--- src/rtl/rgb_frame_scheduler_pkg.sv ---
// Shared types and helpers for the planar-RGB frame scheduler.
// Holds the FSM state encoding, a constant-evaluable clog2 and the default frame size.
package rgb_stream_pkg;

    typedef enum logic [1:0] {
        ST_IDLE  = 2'd0,
        ST_XFER  = 2'd1,
        ST_DRAIN = 2'd2
    } state_t;

    localparam int DEF_IMG_PIXELS = 1024;
    localparam int FRAME_BYTES    = 3 * DEF_IMG_PIXELS;

    function automatic int clog2(input int value);
        int r;
        r = 0;
        for (int i = 0; i < 31; i++) begin
            if ((32'sd1 <<< i) < value) begin
                r = i + 1;
            end
        end
        return r;
    endfunction

endpackage

--- src/rtl/rgb_frame_scheduler_if.sv ---
// Byte-stream bundle between the sources, the scheduler and the downstream packer.
// master = source/packer side, slave = scheduler side.
interface rgb_frame_scheduler_if #(
    parameter int NUM_SRC = 2
);
    logic [NUM_SRC-1:0]   s_tvalid;
    logic [NUM_SRC*8-1:0] s_tdata;
    logic [NUM_SRC-1:0]   s_tready;
    logic                 m_tvalid;
    logic [7:0]           m_tdata;
    logic                 m_tready;
    logic                 p_tvalid;
    logic                 p_tready;
    logic                 p_tlast;

    modport master (
        output s_tvalid, s_tdata, m_tready, p_tvalid, p_tready, p_tlast,
        input  s_tready, m_tvalid, m_tdata
    );

    modport slave (
        input  s_tvalid, s_tdata, m_tready, p_tvalid, p_tready, p_tlast,
        output s_tready, m_tvalid, m_tdata
    );
endinterface

--- src/rtl/rgb_frame_scheduler_rr_arbiter.sv ---
// Combinational rotate-priority encoder: first requester strictly after 'last', circularly.
// When nobody requests, gnt_id echoes 'last' and any stays low.
module rr_arbiter
    import rgb_stream_pkg::*;
#(
    parameter  int N    = 2,
    localparam int IW   = clog2(N)
) (
    input  logic [N-1:0]  req,
    input  logic [IW-1:0] last,
    output logic [IW-1:0] gnt_id,
    output logic          any
);

    int            idx_s;
    logic [IW-1:0] cand_s;

    // Scan N positions starting one past the previous winner; the first hit wins.
    always_comb begin
        gnt_id = last;
        any    = 1'b0;
        idx_s  = 0;
        cand_s = '0;
        for (int k = 1; k <= N; k++) begin
            idx_s  = (int'(last) + k >= N) ? int'(last) + k - N : int'(last) + k;
            cand_s = IW'(idx_s);
            if (!any && req[cand_s]) begin
                gnt_id = cand_s;
                any    = 1'b1;
            end else begin
                any    = any;
            end
        end
    end

endmodule

--- src/rtl/rgb_frame_scheduler.sv ---
// Whole-frame round-robin scheduler: one source owns the packer input for a full R/G/B frame
// and keeps it until the packer's tlast pixel handshakes downstream.
module rgb_frame_scheduler
    import rgb_stream_pkg::*;
#(
    parameter  int NUM_SRC    = 2,
    parameter  int IMG_PIXELS = 1024,
    parameter  int CNT_W      = 16,
    localparam int ID_W       = clog2(NUM_SRC)
) (
    input  logic                 clk,
    input  logic                 rst_n,
    input  logic                 enable,
    rgb_frame_scheduler_if.slave bus,
    output logic [ID_W-1:0]      grant_id,
    output logic                 busy,
    output logic                 frame_done,
    output logic [CNT_W-1:0]     frame_count,
    output logic                 seq_err
);

    localparam int              FRM_BYTES = 3 * IMG_PIXELS;
    localparam int              BC_W      = clog2(FRM_BYTES);
    localparam logic [BC_W-1:0] LAST_CNT  = BC_W'(FRM_BYTES - 1);

    state_t            state_r;
    state_t            state_nxt_s;
    logic [ID_W-1:0]   grant_id_r;
    logic [ID_W-1:0]   rr_ptr_r;
    logic [BC_W-1:0]   byte_cnt_r;
    logic [CNT_W-1:0]  frame_count_r;
    logic              frame_done_r;
    logic              seq_err_r;
    logic [ID_W-1:0]   arb_gnt_s;
    logic              arb_any_s;
    logic              grant_s;
    logic              last_beat_s;
    logic              beat_s;
    logic              tlast_hs_s;

    rr_arbiter #(.N(NUM_SRC)) u_arb (
        .req    (bus.s_tvalid),
        .last   (rr_ptr_r),
        .gnt_id (arb_gnt_s),
        .any    (arb_any_s)
    );

    assign beat_s     = bus.m_tvalid & bus.m_tready;
    assign tlast_hs_s = bus.p_tvalid & bus.p_tready & bus.p_tlast;

    // Next-state decode: grant only from IDLE, leave XFER on the final byte, leave DRAIN on tlast.
    always_comb begin
        state_nxt_s = state_r;
        grant_s     = 1'b0;
        last_beat_s = 1'b0;
        case (state_r)
            ST_IDLE: begin
                if (enable && arb_any_s) begin
                    grant_s     = 1'b1;
                    state_nxt_s = ST_XFER;
                end else begin
                    state_nxt_s = ST_IDLE;
                end
            end
            ST_XFER: begin
                if (beat_s && (byte_cnt_r == LAST_CNT)) begin
                    last_beat_s = 1'b1;
                    state_nxt_s = ST_DRAIN;
                end else begin
                    state_nxt_s = ST_XFER;
                end
            end
            ST_DRAIN: begin
                if (tlast_hs_s) begin
                    state_nxt_s = ST_IDLE;
                end else begin
                    state_nxt_s = ST_DRAIN;
                end
            end
            default: state_nxt_s = ST_IDLE;
        endcase
    end

    // Zero-latency stream mux; only the granted source can see ready, and only in XFER.
    always_comb begin
        bus.s_tready = '0;
        bus.m_tvalid = 1'b0;
        bus.m_tdata  = 8'h00;
        if (state_r == ST_XFER) begin
            bus.m_tvalid             = bus.s_tvalid[grant_id_r];
            bus.m_tdata              = bus.s_tdata[8*int'(grant_id_r) +: 8];
            bus.s_tready[grant_id_r] = bus.m_tready;
        end else begin
            bus.m_tdata = 8'h00;
        end
    end

    // State register, granted source and round-robin pointer (reset points at the last source).
    always_ff @(posedge clk or negedge rst_n) begin
        if (!rst_n) begin
            state_r    <= ST_IDLE;
            grant_id_r <= '0;
            rr_ptr_r   <= ID_W'(NUM_SRC - 1);
        end else begin
            state_r <= state_nxt_s;
            if (grant_s) begin
                grant_id_r <= arb_gnt_s;
                rr_ptr_r   <= arb_gnt_s;
            end
        end
    end

    // Byte position within the current frame.
    always_ff @(posedge clk or negedge rst_n) begin
        if (!rst_n) begin
            byte_cnt_r <= '0;
        end else if (last_beat_s) begin
            byte_cnt_r <= '0;
        end else if (beat_s) begin
            byte_cnt_r <= byte_cnt_r + BC_W'(1);
        end
    end

    // Frame completion pulse/counter and the sticky out-of-sequence tlast flag.
    always_ff @(posedge clk or negedge rst_n) begin
        if (!rst_n) begin
            frame_done_r  <= 1'b0;
            frame_count_r <= '0;
            seq_err_r     <= 1'b0;
        end else begin
            frame_done_r <= (state_r == ST_DRAIN) && tlast_hs_s;
            if ((state_r == ST_DRAIN) && tlast_hs_s) begin
                frame_count_r <= frame_count_r + CNT_W'(1);
            end
            if ((state_r != ST_DRAIN) && tlast_hs_s) begin
                seq_err_r <= 1'b1;
            end
        end
    end

    assign grant_id    = grant_id_r;
    assign busy        = (state_r != ST_IDLE);
    assign frame_done  = frame_done_r;
    assign frame_count = frame_count_r;
    assign seq_err     = seq_err_r;

endmodule

--- src/flat_wrapper.sv ---
// flat-port wrapper written by rule: the top's interface ports become plain ports
module rgb_frame_scheduler_flat import rgb_stream_pkg::*;
#(
    parameter  int NUM_SRC    = 2,
    parameter  int IMG_PIXELS = 1024,
    parameter  int CNT_W      = 16,
    localparam int ID_W       = clog2(NUM_SRC)
)
  (clk, rst_n, enable, grant_id, busy, frame_done, frame_count, seq_err, bus_s_tvalid, bus_s_tdata, bus_m_tready, bus_p_tvalid, bus_p_tready, bus_p_tlast, bus_s_tready, bus_m_tvalid, bus_m_tdata);
  rgb_frame_scheduler_if #(.NUM_SRC(NUM_SRC)) bus_i ();
  input  logic clk;
  input  logic rst_n;
  input  logic enable;
  output logic [ID_W-1:0] grant_id;
  output logic busy;
  output logic frame_done;
  output logic [CNT_W-1:0] frame_count;
  output logic seq_err;
  input wire logic [$bits(bus_i.s_tvalid)-1:0] bus_s_tvalid;
  input wire logic [$bits(bus_i.s_tdata)-1:0] bus_s_tdata;
  input wire logic [$bits(bus_i.m_tready)-1:0] bus_m_tready;
  input wire logic [$bits(bus_i.p_tvalid)-1:0] bus_p_tvalid;
  input wire logic [$bits(bus_i.p_tready)-1:0] bus_p_tready;
  input wire logic [$bits(bus_i.p_tlast)-1:0] bus_p_tlast;
  output wire logic [$bits(bus_i.s_tready)-1:0] bus_s_tready;
  output wire logic [$bits(bus_i.m_tvalid)-1:0] bus_m_tvalid;
  output wire logic [$bits(bus_i.m_tdata)-1:0] bus_m_tdata;
  assign bus_i.s_tvalid = bus_s_tvalid;
  assign bus_i.s_tdata = bus_s_tdata;
  assign bus_i.m_tready = bus_m_tready;
  assign bus_i.p_tvalid = bus_p_tvalid;
  assign bus_i.p_tready = bus_p_tready;
  assign bus_i.p_tlast = bus_p_tlast;
  assign bus_s_tready = bus_i.s_tready;
  assign bus_m_tvalid = bus_i.m_tvalid;
  assign bus_m_tdata = bus_i.m_tdata;
  rgb_frame_scheduler #(.NUM_SRC(NUM_SRC), .IMG_PIXELS(IMG_PIXELS), .CNT_W(CNT_W)) u_core (.clk(clk), .rst_n(rst_n), .enable(enable), .bus(bus_i), .grant_id(grant_id), .busy(busy), .frame_done(frame_done), .frame_count(frame_count), .seq_err(seq_err));
endmodule
--- config.mk ---
export PLATFORM = sky130hd
export DESIGN_NAME = rgb_frame_scheduler_flat
export DESIGN_NICKNAME = d
export VERILOG_FILES = /design/src/rtl/rgb_frame_scheduler_pkg.sv /design/src/rtl/rgb_frame_scheduler_if.sv /design/src/rtl/rgb_frame_scheduler_rr_arbiter.sv /design/src/rtl/rgb_frame_scheduler.sv /design/src/flat_wrapper.sv
export SDC_FILE = /design/constraint.sdc
export NUM_CORES = 1
export LEC_CHECK = 0
export CORE_UTILIZATION = 49
export DETAILED_ROUTE_END_ITERATION = 10
export PLACE_DENSITY = 0.84
export SYNTH_ARGS = -nofsm -noshare
export SYNTH_HDL_FRONTEND = slang
export SYNTH_SLANG_ARGS = --single-unit
--- constraint.sdc ---
create_clock -name clk -period 3.3 [get_ports clk]
set_input_delay 0.66 -clock clk [delete_from_list [all_inputs] [get_ports clk]]
set_output_delay 0.66 -clock clk [all_outputs]
set_load 0.005 [all_outputs]
# ---- Word level (Yosys, flattened, before mapping)
# Cells that the tools add are included.
dict set report op_classes {
  add_sub_neg 6
  n_lt_le_gt_ge 6
  eq_ne 4
  n_shift 1
  muxes 27
  bitwise 4
  reduce_logical 10
}
# cell n
set op_table {}
lappend op_table {{two-way mux 12 bit} 2}
lappend op_table {{two-way mux 1 bit} 19}
lappend op_table {{adder 16 x 1 -> 16 bit (second input constant)} 1}
lappend op_table {{indexed part select 16 x 5 -> 8 bit} 1}
lappend op_table {{adder 12 x 1 -> 12 bit (second input constant)} 1}
lappend op_table {{== test 12 bit (second input constant)} 1}
lappend op_table {{two-way mux 8 bit} 1}
lappend op_table {{logical AND 1 bit} 6}
lappend op_table {{< comparator 1 x 2 -> 1 bit (second input constant)} 3}
lappend op_table {{two-way mux 2 bit} 3}
lappend op_table {{one-hot mux 2 bit (3 select lines)} 1}
lappend op_table {{nonzero test 2 bit} 2}
lappend op_table {{adder 1 x 2 -> 3 bit (second input constant)} 1}
lappend op_table {{bitwise AND 1 bit} 3}
lappend op_table {{>= comparator 3 x 2 -> 1 bit (second input constant)} 1}
lappend op_table {{adder 1 x 1 -> 2 bit (second input constant)} 1}
lappend op_table {{bitwise AND 2 bit} 1}
lappend op_table {{== test 2 x 1 -> 1 bit (second input constant)} 1}
lappend op_table {{== test 2 bit (second input constant)} 1}
lappend op_table {{>= comparator 2 bit (second input constant)} 1}
lappend op_table {{zero test 2 bit} 1}
lappend op_table {{!= test 2 bit (second input constant)} 1}
lappend op_table {{subtractor 1 bit (second input constant)} 2}
lappend op_table {{demux 1 bit (select 1 bit)} 1}
lappend op_table {{2 further kinds} 2}
dict set report totals {
  regBits 34
  output_inout_bits 31
}

# ---- Logic depth before layout (Yosys ltp)
dict set report logic_depth {
  word_depth 12
  depth_mapped 6
  mapped_depth_nobuf 5
}

# ---- Hierarchy
# A second synthesis with hierarchy kept.
dict set report hier_totals {
  hier_cells 169
  area_unflattened_um2 1735.4
}
# module instances cells_per_inst area_each_um2 seq_area_each_um2
set modules_own_cells {}
lappend modules_own_cells {rgb_frame_scheduler 1 166 1720.4 852.1}
lappend modules_own_cells {rr_arbiter 1 3 15.0 0.0}

# ---- Worst setup path after synthesis
# Ideal clock, no wire load.
dict set report synth_path {
  path_type {input port to flip-flop}
  startpoint {input port bus_m_tready}
  endpoint {register u_core.byte_cnt_r[10]}
  setup_ns 0.128
  arrival_time_ns 1.801
  slack_ns 1.372
  cell_stages 5
  path_buffers 1
  path_cell_list {nand3b_1 -> or2_1 -> buf_2 -> nor4_2 -> mux2_1}
}
dict set report synth_between {
  elab_chain_cells 5
}
# item line
set synth_lines {}
lappend synth_lines {{start, declared} flat_wrapper.sv:21} ;# input wire logic [$bits(bus_i.m_tready)-1:0] bus_m_tready;
lappend synth_lines {{bitwise AND 1 bit (*)} rgb_frame_scheduler.sv:48} ;# assign beat_s = bus.m_tvalid & bus.m_tready;
lappend synth_lines {{logical AND 1 bit} rgb_frame_scheduler.sv:66} ;# if (beat_s && (byte_cnt_r == LAST_CNT)) begin
lappend synth_lines {{two-way mux 1 bit} rgb_frame_scheduler.sv:66}
lappend synth_lines {{two-way mux 1 bit} rgb_frame_scheduler.sv:56} ;# case (state_r)
lappend synth_lines {{two-way mux 12 bit / nonzero test 2 bit (equally long branches)} n/a}
lappend synth_lines {{end signal, assigned} rgb_frame_scheduler.sv:120} ;# byte_cnt_r <= byte_cnt_r + BC_W'(1);
lappend synth_lines {{end, declared} rgb_frame_scheduler.sv:30} ;# logic [BC_W-1:0] byte_cnt_r;
# Every way passes the cells marked *; elsewhere a longest branch is shown, timed or not.
# A chain may end at the register's enable or synchronous reset.

# ---- Worst setup path in the final report
dict set report layout_path {
  startpoint {input port bus_s_tvalid[1]}
  endpoint {output port bus_m_tvalid}
}
dict set report layout_between {
  elab_chain_cells 3
}
# item line
set layout_lines {}
lappend layout_lines {{start, declared} flat_wrapper.sv:19} ;# input wire logic [$bits(bus_i.s_tvalid)-1:0] bus_s_tvalid;
lappend layout_lines {{two-way mux 1 bit (not written as such) (2 in series)} rgb_frame_scheduler.sv:90} ;# bus.m_tvalid = bus.s_tvalid[grant_id_r];
lappend layout_lines {{two-way mux 1 bit} rgb_frame_scheduler.sv:89} ;# if (state_r == ST_XFER) begin
lappend layout_lines {{end, declared} flat_wrapper.sv:26} ;# output wire logic [$bits(bus_i.m_tvalid)-1:0] bus_m_tvalid;
# Every way passes these cells. The select of a mux whose other input is x is not followed.

==> summary.md <==
| Metric | Value |
|---|---|
| First-pass GRT wire length | `5680 um` |
| Io pins | `56` |
| Finish-stage setup viols | `0` |
| Die Width | `61.2 um` |
| GR Util All Layers | `21.1%` |
| Final period util | `82.5%` |
| Number of failing hold endpoints at the final stage | `0` |
| PortBufs | `55` |
| WL final | `3460 um` |
| Hold Path Class | `reg2reg` |
| Min Hold Slack | `0.477 ns` |
| Lkg Pwr | `1.05 nW` |
| Worst slew pin tran | `0.571 ns` |
| DRC errors left | `0` |
| Status | `complete, no violations` |
| Post-CTS resize count | `0` |
| Post-CTS Setup Inserts | `0` |
| Max Fclk | `367 MHz` |
| Post-Synthesis Cells | `172` |
| Initial antenna violation count | `0` |
| Largest net degree at the start of global routing | `35` |
| Layout fillers | `260` |
| TritonCTS clock tree | `done` |
| CTS Sinks | `34` |
| #FFs+latches synth | `34` |
| Clock Path Buffers | `2` |
| Initial Util | `51.4%` |
| Setup crit start kind | `primary input` |
| Nets | `258` |
| Root Driver | `clkbuf_4` |
| DR pass1 iterations | `4` |
| Syn Nets | `199` |
| Avg Cell Area, Syn | `9.97 sq um` |
| Die height | `61.2 um` |
| 1st-iter DRT viols | `34` |
| Clk_lat worst skew | `0.34 ns` |
| Total power | `0.830 mW` |
| Ys Warns | `0` |
| Critical Path RT | `2.64 ns` |
| Clock Skew | `0.0122 ns` |
| Clock transition at path regs | `0.10 ns` |
| Final estimated routing congestion in global placement | `0.810` |
| Most common cell after layout, fill and taps aside | `clkdlybuf4s50_1` |
| H-tree lvl count | `2` |
| Power Dens Cells | `351 mW/mm^2` |
| Layout area overhead | `37.7%` |
| Critical path class | `in2out` |
| Vias in the first global route | `1366` |
| Most frequent cells in the layout | `clkdlybuf4s50_1 (55), dfrtp_1 (33), nor2_1 (25)` |
| WL/cell | `12.5 um` |
| Remaining antenna violation count after routing | `0` |
| Setup TNS | `0 ns` |
| EDFF count, synth | `0` |
| Via count | `1450` |
| Crit end category | `output pin` |
| Register area share after synthesis | `49.7%` |
| Layout cells sized above 1 | `6.93%` |
| Pre-CTS WS | `0.585 ns` |
| DP HPWL | `2630 um` |
| Area of the core | `0.00334 sq mm` |
| Std-Cell Rows | `21` |
| DR vias/cell | `5.23` |
| Worst Path Max Fanout | `5` |
| Primary FF master, synth | `dfrtp_1` |
| Cell variety after synth | `37` |
| GRT overflow | `0` |
| Critical path arrival | `2.06 ns` |
| Ant diodes | `0` |
| Setup WS post-layout | `0.576 ns` |
| Slew headroom | `61.9%` |
| Mapped Area | `0.00172 sq mm` |
| Worst VDD drop | `0.000209 V` |
| CTS Hold Bufs | `0` |
| Die ar. | `0.00374 sq mm` |
| RSZ-0062 raised after global routing | `false` |
| Post-layout min period | `2.72 ns` |
| Max cap viols | `0` |
| Final Max Tran Viols | `0` |
| Cts bufs inserted | `5` |
| Post-synth ARST share | `100%` |
-- final cells by class --
type	count	area (sq um)	area share, %
Sequential cell	34	852	36.1
Multi-Input combinational cell	128	825	34.9
Timing Repair Buffer	56	558	23.6
Tap cell	46	57.6	2.44
Clock buffer	5	37.5	1.59
Inverter	6	22.5	0.953
Clock inverter	2	10.0	0.424
-- Yosys cell counts (3+ instances only) --
library cell	number	area, sq um
dfrtp_1	33	826
nor2_1	25	93.8
nand2_1	13	48.8
nand3_1	13	65.1
xnor2_1	13	114
mux2i_1	10	100
xor2_1	7	61.3
inv_1	6	22.5
a21oi_1	4	20.0
nand4_1	4	25.0
a31oi_1	3	18.8
nand2b_1	3	18.8
nor3_1	3	15.0
nor4_2	3	37.5
-- per-layer routing --
metal | vias to the layer above | wire length (um) | track usage [%]
met5 | - | 0 | 0
met4 | 0 | 42 | 8.44
li1 | 708 | - | -
met3 | 5 | 235 | 6.93
met1 | 683 | 1470 | 24.2
met2 | 54 | 1720 | 36.5
-- flip-flops by register name, summed over array words and instances (netlist names) --
name and cells:
u_core.frame_done 1, u_core.byte_cnt_r 12, u_core.frame_count 16, u_core.seq_err 1, u_core.rr_ptr_r 1, u_core.state_r 2, u_core.grant_id 1
-- through the flow --
step,cells,utilization [%],instance area (sq um)
after global placement,270,69.4,2310
after CTS,277,70.8,2360
after global routing,277,70.8,2360
after detailed placement,270,69.4,2310
after floorplan,172,-,1720
final,277,70.8,2360
-- where the power goes --
part / internal, mW / switching, mW / leakage, nW
registers: 0.446 / 0.0324 / 0.427
logic: 0.0786 / 0.0593 / 0.588
clock network: 0.0765 / 0.137 / 0.0308
-- critical path, stage by stage --
cell	delay (ns)
clkdlybuf4s50_1	0.47
mux2i_1	0.39
nor2_1	0.08
clkdlybuf4s50_1	0.46
-- worst paths after layout --
check | to | cells past startpoint | slack (ns) | from
worst max-delay path | bus_m_tvalid | 4 | 0.58 | bus_s_tvalid[1]
worst min-delay path | u_core.frame_count[15] | 1 | 0.48 | u_core.frame_count[15]
worst max register to register | u_core.byte_cnt_r[10] | 4 | 1.10 | u_core.grant_id
worst min register to register | u_core.frame_count[15] | 1 | 0.48 | u_core.frame_count[15]
max in group asynchronous | u_core.rr_ptr_r | 2 | 2.25 | rst_n
min in group asynchronous | u_core.frame_count[4] | 2 | 0.71 | rst_n
-- kinds of logic after synthesis --
group / count (synthesis) / share of synthesized area (%)
XOR/XNOR: 20 / 10.2
AND/OR/NAND/NOR: 80 / 24.2
adder cells (fa/ha/maj): 2 / 1.46
multiplexers: 12 / 7.15
buffers and inverters: 10 / 2.26
AO/OA/AOI/OAI: 14 / 5.03
flip-flops: 34 / 49.7
Note: power is estimated with default switching activity, not from simulation.
